### src/rtl/uart_pkg.sv
// Shared types and limits for the UART receive frame timer.
package uart_pkg;

    localparam int MIN_PRESCALE = 4;
    localparam int MIN_DATA     = 5;

    typedef enum logic [1:0] {
        START  = 2'd0,
        DATA   = 2'd1,
        PARITY = 2'd2,
        STOP   = 2'd3
    } field_e;

    typedef enum logic [1:0] {
        IDLE = 2'd0,
        RUN  = 2'd1,
        ERR  = 2'd2
    } ftimer_state_e;

endpackage

### src/rtl/uart_frame_timer_if.sv
// Bundle between the RX FSM / sampler side and the frame timer.
interface uart_frame_timer_if
    import uart_pkg::*;
#(
    parameter int PRESC_W = 6,
    parameter int BIT_W   = 4
);

    logic               enable;
    logic [PRESC_W-1:0] prescale;
    logic [3:0]         data_len;
    logic               PAR_EN;
    logic               stop2;

    logic [PRESC_W-1:0] edge_count;
    logic [BIT_W-1:0]   bit_count;
    logic [2:0]         sample_stb;
    logic               bit_tick;
    logic               frame_done;
    field_e             field;
    logic               cfg_err;

    modport master (
        output enable, prescale, data_len, PAR_EN, stop2,
        input  edge_count, bit_count, sample_stb,
        input  bit_tick, frame_done, field, cfg_err
    );

    modport slave (
        input  enable, prescale, data_len, PAR_EN, stop2,
        output edge_count, bit_count, sample_stb,
        output bit_tick, frame_done, field, cfg_err
    );

endinterface

### src/rtl/uart_frame_timer.sv
// Oversampling edge/bit counter with runtime frame geometry,
// mid-bit sample strobes, bit/frame ticks and field decode.
module uart_frame_timer
    import uart_pkg::*;
#(
    parameter int PRESC_W  = 6,
    parameter int MAX_DATA = 9,
    parameter int BIT_W    = 4
) (
    input  logic              CLK,
    input  logic              RST,
    uart_frame_timer_if.slave bus
);

    localparam logic [PRESC_W-1:0] P_MIN = PRESC_W'(MIN_PRESCALE);
    localparam logic [3:0]         D_MIN = 4'(MIN_DATA);
    localparam logic [3:0]         D_MAX = 4'(MAX_DATA);
    localparam logic [PRESC_W-1:0] P_ONE = PRESC_W'(1);
    localparam logic [BIT_W-1:0]   B_ONE = BIT_W'(1);

    ftimer_state_e      state;
    logic [PRESC_W-1:0] sh_p;
    logic [3:0]         sh_len;
    logic               sh_par;
    logic               sh_s2;
    logic [PRESC_W-1:0] edge_q;
    logic [BIT_W-1:0]   bit_q;
    logic               err_q;

    logic               cfg_ok;
    logic               run;
    logic               last_edge;
    logic               last_bit;
    logic               relatch;
    logic [BIT_W-1:0]   last_idx;
    logic [BIT_W-1:0]   len_b;
    logic [PRESC_W-1:0] half;
    field_e             field_d;

    assign cfg_ok = (bus.prescale >= P_MIN)
                 && (bus.data_len >= D_MIN)
                 && (bus.data_len <= D_MAX);

    assign run       = (state == RUN);
    assign len_b     = BIT_W'(sh_len);
    assign last_idx  = len_b + BIT_W'(sh_par) + B_ONE + BIT_W'(sh_s2);
    assign last_edge = (edge_q == sh_p - P_ONE);
    assign last_bit  = (bit_q == last_idx);
    assign half      = sh_p >> 1;

    // A new frame starts from IDLE or straight off the final stop edge.
    assign relatch = (state == IDLE) || (run && last_edge && last_bit);

    always_comb begin
        field_d = STOP;
        if (bit_q == '0)
            field_d = START;
        else if (bit_q <= len_b)
            field_d = DATA;
        else if (sh_par && (bit_q == len_b + B_ONE))
            field_d = PARITY;
    end

    always_ff @(posedge CLK) begin
        if (RST) begin
            state  <= IDLE;
            sh_p   <= '0;
            sh_len <= '0;
            sh_par <= 1'b0;
            sh_s2  <= 1'b0;
            edge_q <= '0;
            bit_q  <= '0;
            err_q  <= 1'b0;
        end else if (!bus.enable) begin
            state  <= IDLE;
            edge_q <= '0;
            bit_q  <= '0;
            err_q  <= 1'b0;
        end else if (relatch) begin
            sh_p   <= bus.prescale;
            sh_len <= bus.data_len;
            sh_par <= bus.PAR_EN;
            sh_s2  <= bus.stop2;
            state  <= cfg_ok ? RUN : ERR;
            err_q  <= !cfg_ok;
            edge_q <= '0;
            bit_q  <= '0;
        end else if (run) begin
            if (last_edge) begin
                edge_q <= '0;
                bit_q  <= bit_q + B_ONE;
            end else begin
                edge_q <= edge_q + P_ONE;
            end
        end else begin
            edge_q <= '0;
            bit_q  <= '0;
            err_q  <= 1'b1;
        end
    end

    assign bus.edge_count = edge_q;
    assign bus.bit_count  = bit_q;
    assign bus.cfg_err    = err_q;
    assign bus.field      = field_d;

    assign bus.bit_tick   = run && last_edge;
    assign bus.frame_done = run && last_edge && last_bit;

    assign bus.sample_stb[0] = run && (edge_q == half - P_ONE);
    assign bus.sample_stb[1] = run && (edge_q == half);
    assign bus.sample_stb[2] = run && (edge_q == half + P_ONE);

endmodule

### src/flat_wrapper.sv
// flat-port wrapper written by rule: the top's interface ports become plain ports
module uart_frame_timer_flat import uart_pkg::*;
#(
    parameter int PRESC_W  = 6,
    parameter int MAX_DATA = 9,
    parameter int BIT_W    = 4
)
  (CLK, RST, bus_enable, bus_prescale, bus_data_len, bus_PAR_EN, bus_stop2, bus_edge_count, bus_bit_count, bus_sample_stb, bus_bit_tick, bus_frame_done, bus_field, bus_cfg_err);
  uart_frame_timer_if #(.PRESC_W(PRESC_W), .BIT_W(BIT_W)) bus_i ();
  input  logic CLK;
  input  logic RST;
  input wire logic [$bits(bus_i.enable)-1:0] bus_enable;
  input wire logic [$bits(bus_i.prescale)-1:0] bus_prescale;
  input wire logic [$bits(bus_i.data_len)-1:0] bus_data_len;
  input wire logic [$bits(bus_i.PAR_EN)-1:0] bus_PAR_EN;
  input wire logic [$bits(bus_i.stop2)-1:0] bus_stop2;
  output wire logic [$bits(bus_i.edge_count)-1:0] bus_edge_count;
  output wire logic [$bits(bus_i.bit_count)-1:0] bus_bit_count;
  output wire logic [$bits(bus_i.sample_stb)-1:0] bus_sample_stb;
  output wire logic [$bits(bus_i.bit_tick)-1:0] bus_bit_tick;
  output wire logic [$bits(bus_i.frame_done)-1:0] bus_frame_done;
  output wire logic [$bits(bus_i.field)-1:0] bus_field;
  output wire logic [$bits(bus_i.cfg_err)-1:0] bus_cfg_err;
  assign bus_i.enable = bus_enable;
  assign bus_i.prescale = bus_prescale;
  assign bus_i.data_len = bus_data_len;
  assign bus_i.PAR_EN = bus_PAR_EN;
  assign bus_i.stop2 = bus_stop2;
  assign bus_edge_count = bus_i.edge_count;
  assign bus_bit_count = bus_i.bit_count;
  assign bus_sample_stb = bus_i.sample_stb;
  assign bus_bit_tick = bus_i.bit_tick;
  assign bus_frame_done = bus_i.frame_done;
  assign bus_field = bus_i.field;
  assign bus_cfg_err = bus_i.cfg_err;
  uart_frame_timer #(.PRESC_W(PRESC_W), .MAX_DATA(MAX_DATA), .BIT_W(BIT_W)) u_core (.CLK(CLK), .RST(RST), .bus(bus_i));
endmodule
### config.mk
export PLATFORM = sky130hd
export DESIGN_NAME = uart_frame_timer_flat
export DESIGN_NICKNAME = d
export VERILOG_FILES = /design/src/rtl/uart_pkg.sv /design/src/rtl/uart_frame_timer_if.sv /design/src/rtl/uart_frame_timer.sv /design/src/flat_wrapper.sv
export SDC_FILE = /design/constraint.sdc
export NUM_CORES = 1
export LEC_CHECK = 0
export CAP_MARGIN = 20
export CORE_ASPECT_RATIO = 1.4
export CORE_MARGIN = 1.5
export CORE_UTILIZATION = 51
export CTS_BUF_LIST = sky130_fd_sc_hd__clkbuf_4 sky130_fd_sc_hd__clkbuf_8
export CTS_CLUSTER_SIZE = 20
export DETAILED_ROUTE_END_ITERATION = 16
export HOLD_SLACK_MARGIN = 0.02
export PLACE_DENSITY = 0.76
export SYNTH_ARGS = -nofsm -noshare
export SYNTH_HDL_FRONTEND = slang
export SYNTH_SLANG_ARGS = --single-unit
### constraint.sdc
create_clock -name CLK -period 8.6 [get_ports CLK]
set_input_delay 1.29 -clock CLK [delete_from_list [all_inputs] [get_ports CLK]]
set_output_delay 1.29 -clock CLK [all_outputs]
set_load 0.1 [all_outputs]
# Word level (Yosys, flattened, before mapping)
# Cells that the tools add are included.
[totals]
input_bits = 15
reg_bits = 25
output_inout_bits = 18
word_cells = 53
[op_classes]
addsub = 9
magnitude_cmp = 4
n_mux = 6
bitwise = 2
n_reduce_logical = 16
n_eq_ne = 8
[ops]
columns = ["op", "n"]
rows = [
  ["== test 6 bit", 3],
  ["adder 4 x 1 -> 4 bit, second input constant", 3],
  ["adder 4 x 1 -> 4 bit", 2],
  ["== test 4 bit", 2],
  ["logical AND 1 bit", 8],
  ["adder 5 x 1 -> 6 bit, second input constant", 1],
  ["adder 6 x 1 -> 6 bit, second input constant", 1],
  ["== test 6 x 5 -> 1 bit", 1],
  ["greater-or-equal comparator 6 x 3 -> 1 bit, second input constant", 1],
  ["two-way mux 2 bit", 3],
  ["subtractor 5 x 1 -> 6 bit, second input constant", 1],
  ["subtractor 6 x 1 -> 6 bit, second input constant", 1],
  ["OR reduction 5 bit", 1],
  ["greater-or-equal comparator 4 x 3 -> 1 bit, second input constant", 1],
  ["less-or-equal comparator 4 bit", 1],
  ["less-or-equal comparator 4 bit, second input constant", 1],
  ["zero test 4 bit", 1],
  ["OR reduction 4 bit", 1],
  ["two-way mux 1 bit", 3],
  ["== test 2 x 1 -> 1 bit, second input constant", 1],
  ["zero test 2 bit", 1],
  ["!= test 2 bit, second input constant", 1],
  ["inverter 1 bit", 2],
  ["AND reduction 2 bit", 1],
  ["3 further kinds", 3],
]

# Depth between registers and ports, before layout
[logic_depth]
word_depth = 7
ltp_mapped = 11
mapped_depth_nobuf = 10

# Worst setup path before layout
# No wires, ideal clock.
[synth_timing]
path_type = "register to output"
startpoint = "reg u_core.edge_q[3], in the netlist u_core.bus.edge_count[3]"
endpoint = "out bus_sample_stb[2]"
n_path_buf = 1
path_stages_with_launch = 8
required_ns = 7.310
slack_ns = 2.521
t_arrival_ns = 4.789
path_cell_list = "dfxtp_1 -> clkbuf_1 -> nor2b_1 -> a221oi_1 -> a41oi_1 -> o21ai_0 -> a21oi_1 -> nor4_1"
[synth_between]
elab_chain_len = 2
[synth_rtl]
columns = ["element", "line_no", "rtl"]
rows = [
  ["from (decl)", "uart_frame_timer.sv:26", "logic [PRESC_W-1:0] edge_q;"],
  ["from (signal assigned)", "uart_frame_timer.sv:93", "edge_q <= edge_q + P_ONE;"],
  ["== test 6 bit", "uart_frame_timer.sv:112", "assign bus.sample_stb[2] = run && (edge_q == half + P_ONE);"],
  ["logical AND 1 bit", "uart_frame_timer.sv:112", ""],
  ["to (decl)", "flat_wrapper.sv:19", "output wire logic [$bits(bus_i.sample_stb)-1:0] bus_sample_stb;"],
]
# No other way between the ends.

# Worst setup path after layout
[layout_timing]
startpoint = "reg u_core.sh_len[0], in the netlist u_core.len_b[0]"
endpoint = "out bus_frame_done"
[layout_between]
elab_chain_len = 5
[layout_rtl]
columns = ["element", "line_no", "rtl"]
rows = [
  ["from (decl)", "uart_frame_timer.sv:23", "logic [3:0] sh_len;"],
  ["from (signal assigned)", "uart_frame_timer.sv:81", "sh_len <= bus.data_len;"],
  ["adder 4 x 1 -> 4 bit (3 in series)", "uart_frame_timer.sv:46", "assign last_idx = len_b + BIT_W'(sh_par) + B_ONE + BIT_W'(sh_s2);"],
  ["== test 4 bit", "uart_frame_timer.sv:48", "assign last_bit = (bit_q == last_idx);"],
  ["logical AND 1 bit", "uart_frame_timer.sv:108", "assign bus.frame_done = run && last_edge && last_bit;"],
  ["to (decl)", "flat_wrapper.sv:21", "output wire logic [$bits(bus_i.frame_done)-1:0] bus_frame_done;"],
]
# No other way between the ends.

==> flow_metrics.env <==
export IMPL_final_setup_viol_count=0
export IMPL_start_kind="flop"
export IMPL_fin_worst_skew_ns=0.00656
export IMPL_cts_path_max_buffers=2
export IMPL_r2r_setup_slack_ns=5.49
export IMPL_cts_inserted_buffers=3
export IMPL_mostFrequentLayoutCell="clkdlybuf4s50_1"
export IMPL_die_width_um=58.1
export IMPL_num_nets_final=316
export IMPL_drt_wirelength_per_cell_um=14.8
export IMPL_timing_max_slew_rel_slack_pct=35.1
export IMPL_timing_worst_slew_pin_value_ns=0.970
export IMPL_detailedPlacementHpwl_mm=3.69
export IMPL_cts_repair_resized=0
export IMPL_post_cts_setup_buffers=0
export IMPL_ffs_w_async_s_r_synth_pct=0
export IMPL_clk_root_buffer_cell="clkbuf_8"
export IMPL_grt_setup_unrepaired="false"
export IMPL_syn_to_final_growth_pct=13.9
export IMPL_max_cap_violations=0
export IMPL_num_vias=1886
export IMPL_synth_edff_count=0
export IMPL_remaining_design_rule_violation_count=1
export IMPL_worst_ep_arrival_time_ns=4.19
export IMPL_timing_limited_maximum_frequency_ghz=0.182
export IMPL_synth_distinct_cells=46
export IMPL_placement_rows=27
export IMPL_failed_checks="DRC"
export IMPL_worst_skew_pair_late_latency_ns=0.27
export IMPL_drt_first_pass_iters=10
export IMPL_vdd_drop_max_mv=0.0506
export IMPL_place_port_buffers=32
export IMPL_power_report_internal_total_uw=193
export IMPL_core_region_area_um2=4020
export IMPL_antenna_found_initial=0
export IMPL_postLayoutCoreUtil_pct=61.4
export IMPL_drt_wl_total_mm=4.83
export IMPL_timing_critical_path_fanout_max=28
export IMPL_timing_critical_path_required_ns=7.31
export IMPL_ys_warnings_count=0
export IMPL_initial_utilization_pct=53.9
export IMPL_track_usage_pct=21.8
export IMPL_comb_power_share_pct=27.8
export IMPL_fp_dieH_um=80.2
export IMPL_power_leakage_nw=0.958
export IMPL_final_setup_tns_ns=0
export IMPL_status="complete, but fails checks"
export IMPL_cts_hold_repair_buffers=0
export IMPL_total_switching_power_uw=91.7
export IMPL_setup_worst_path_end_class="output port"
export IMPL_grt_start_max_net_pins=29
export IMPL_gr_total_overflow=0
export IMPL_hold_path_class="reg2reg"
export IMPL_die_area_um2=4660
export IMPL_period_share_pct=63.7
export IMPL_p_sw_share_pct=32.2
export IMPL_synth_seq_cells=25
export IMPL_synth_main_ff_cell="dfxtp_1"
export IMPL_cts_tree="built"
export IMPL_syn_nets=294
export IMPL_num_fill_cells=383
export IMPL_layout_cells_most_common_list="clkdlybuf4s50_1 (32), nor2_1 (31), dfxtp_1 (25)"
export IMPL_worstSetupPathType="reg2out"
export IMPL_seq_power_share_pct=46.2
export IMPL_gp_routability_congestion=0.848
export IMPL_post_synth_instance_area_um2=2170
export IMPL_antenna_diode_count=0
export IMPL_report_final_slew_viol_count=0
export IMPL_viasPerCell=5.77
export IMPL_final_layout_size_suffix_gt1_share_pct=8.45
export IMPL_via_count_of_the_first_global_routing_pass=1794
export IMPL_clock_power_share_pct=26.1
export IMPL_boundaryPins=33
export IMPL_fin_crit_ns=5.48
export IMPL_drtAntennaViolNets=0
export IMPL_syn_area_per_cell_um2=8.24
export IMPL_clkSinkCount=25
export IMPL_h_tree_depth=1
export IMPL_power_per_cell_area_nw_per_um2=115
export IMPL_wire_length_of_the_first_global_routing_pass_mm=8.06
export IMPL_finalHoldViolCount=0
export IMPL_drt_first_iter_violations=77
export IMPL_synthCells=263
export IMPL_clk_transition_reported_paths_ns=0.09
export IMPL_yosysSeqAreaShare_pct=23.1
-- layout make-up --
cell class,count,area [µm²],share of cell area (%)
Sequential cell,25,500,20.3
Timing Repair Buffer,32,320,13.0
Tap cell,43,53.8,2.18
Multi-Input combinational cell,208,1490,60.3
Clock buffer,4,48.8,1.98
Inverter,15,56.3,2.28
-- critical path, stage by stage, from the launching register on --
cell and delay [ns]:
dfxtp_1 0.43, inv_1 0.07, ha_1 0.27, inv_1 0.03, ha_1 0.19, fa_1 0.37, xnor2_1 0.17, a2111oi_4 0.52
nand4b_4 0.48, nor2_1 0.22, clkdlybuf4s50_1 1.15
-- per-stage QoR --
stage / hold WS (ns) / cell area, µm² / cells / setup WS, ns / power (mW)
after floorplan: 0.485 / 2170 / 263 / 2.52 / 0.196
after detailed placement: 0.513 / 2420 / 323 / 3.43 / 0.213
after global placement: 0.503 / 2420 / 323 / 3.47 / 0.211
after global routing: 0.541 / 2470 / 327 / 2.94 / 0.300
final: 0.520 / 2470 / 327 / 3.12 / 0.285
after CTS: 0.525 / 2470 / 327 / 3.13 / 0.285
-- path summary, 6_finish.rpt --
kind         depth (start not counted)                         start                               to
min                                  2     u_core.sh_s2$_SDFFE_PP0P_        u_core.sh_s2$_SDFFE_PP0P_
min reg2reg                          2     u_core.sh_s2$_SDFFE_PP0P_        u_core.sh_s2$_SDFFE_PP0P_
max                                 10  u_core.len_b[0]$_SDFFE_PP0P_                   bus_frame_done
max reg2reg                         10  u_core.len_b[0]$_SDFFE_PP0P_  u_core.bus.cfg_err$_SDFFE_PP0P_
-- synth_stat cells (3+ instances only) --
| library cell | instances | area (µm²) |
|---|---|---|
| nor2_1 | 31 | 116 |
| dfxtp_1 | 25 | 500 |
| nand2_1 | 22 | 82.6 |
| nand3_1 | 20 | 100 |
| xnor2_1 | 18 | 158 |
| ha_1 | 15 | 188 |
| inv_1 | 15 | 56.3 |
| a31oi_1 | 13 | 81.3 |
| xor2_1 | 13 | 114 |
| o211ai_2 | 12 | 150 |
| o21ai_0 | 8 | 40.0 |
| a21oi_1 | 7 | 35.0 |
| buf_6 | 5 | 56.3 |
| nand2b_1 | 5 | 31.3 |
| nor2b_1 | 4 | 25.0 |
| nor3_1 | 4 | 20.0 |
| a41oi_1 | 3 | 26.3 |
| and3_1 | 3 | 18.8 |
| clkbuf_1 | 3 | 11.3 |
| mux2i_1 | 3 | 30.0 |
| nor4_1 | 3 | 18.8 |
-- state kept, by name, indices dropped and copies added, names as in the netlist --
name                   cells
u_core.bus.cfg_err         1
u_core.bus.edge_count      6
u_core.len_b               4
u_core.sh_par              1
u_core.bus.bit_count       4
u_core.sh_s2               1
u_core.state               2
u_core.sh_p                6
-- power groups by stage --
stage               logic, mW  clock network, mW  registers (mW)
floorplan              0.0660                  0           0.130
global placement       0.0772                  0           0.134
detailed placement     0.0792                  0           0.134
CTS                    0.0795             0.0747           0.131
global route           0.0878             0.0796           0.133
finish                 0.0790             0.0742           0.131
-- metal layers --
metal	vias up	track usage, %	share of wire [%]
met5	-	0	0
met1	879	24.6	42
met2	28	41.8	55
met3	4	1.61	2.0
li1	975	-	-
met4	0	7.21	0.95
-- cell families after synthesis --
family                   share of synthesized area, %
AND/OR/NAND/NOR                                  24.6
AO/OA/AOI/OAI                                    20.7
adder cells (fa/ha/maj)                          9.58
flip-flops                                       23.1
multiplexers                                     1.38
buffers and inverters                            8.19
XOR/XNOR                                         12.5
No activity file was read; power rests on OpenSTA's default activity.
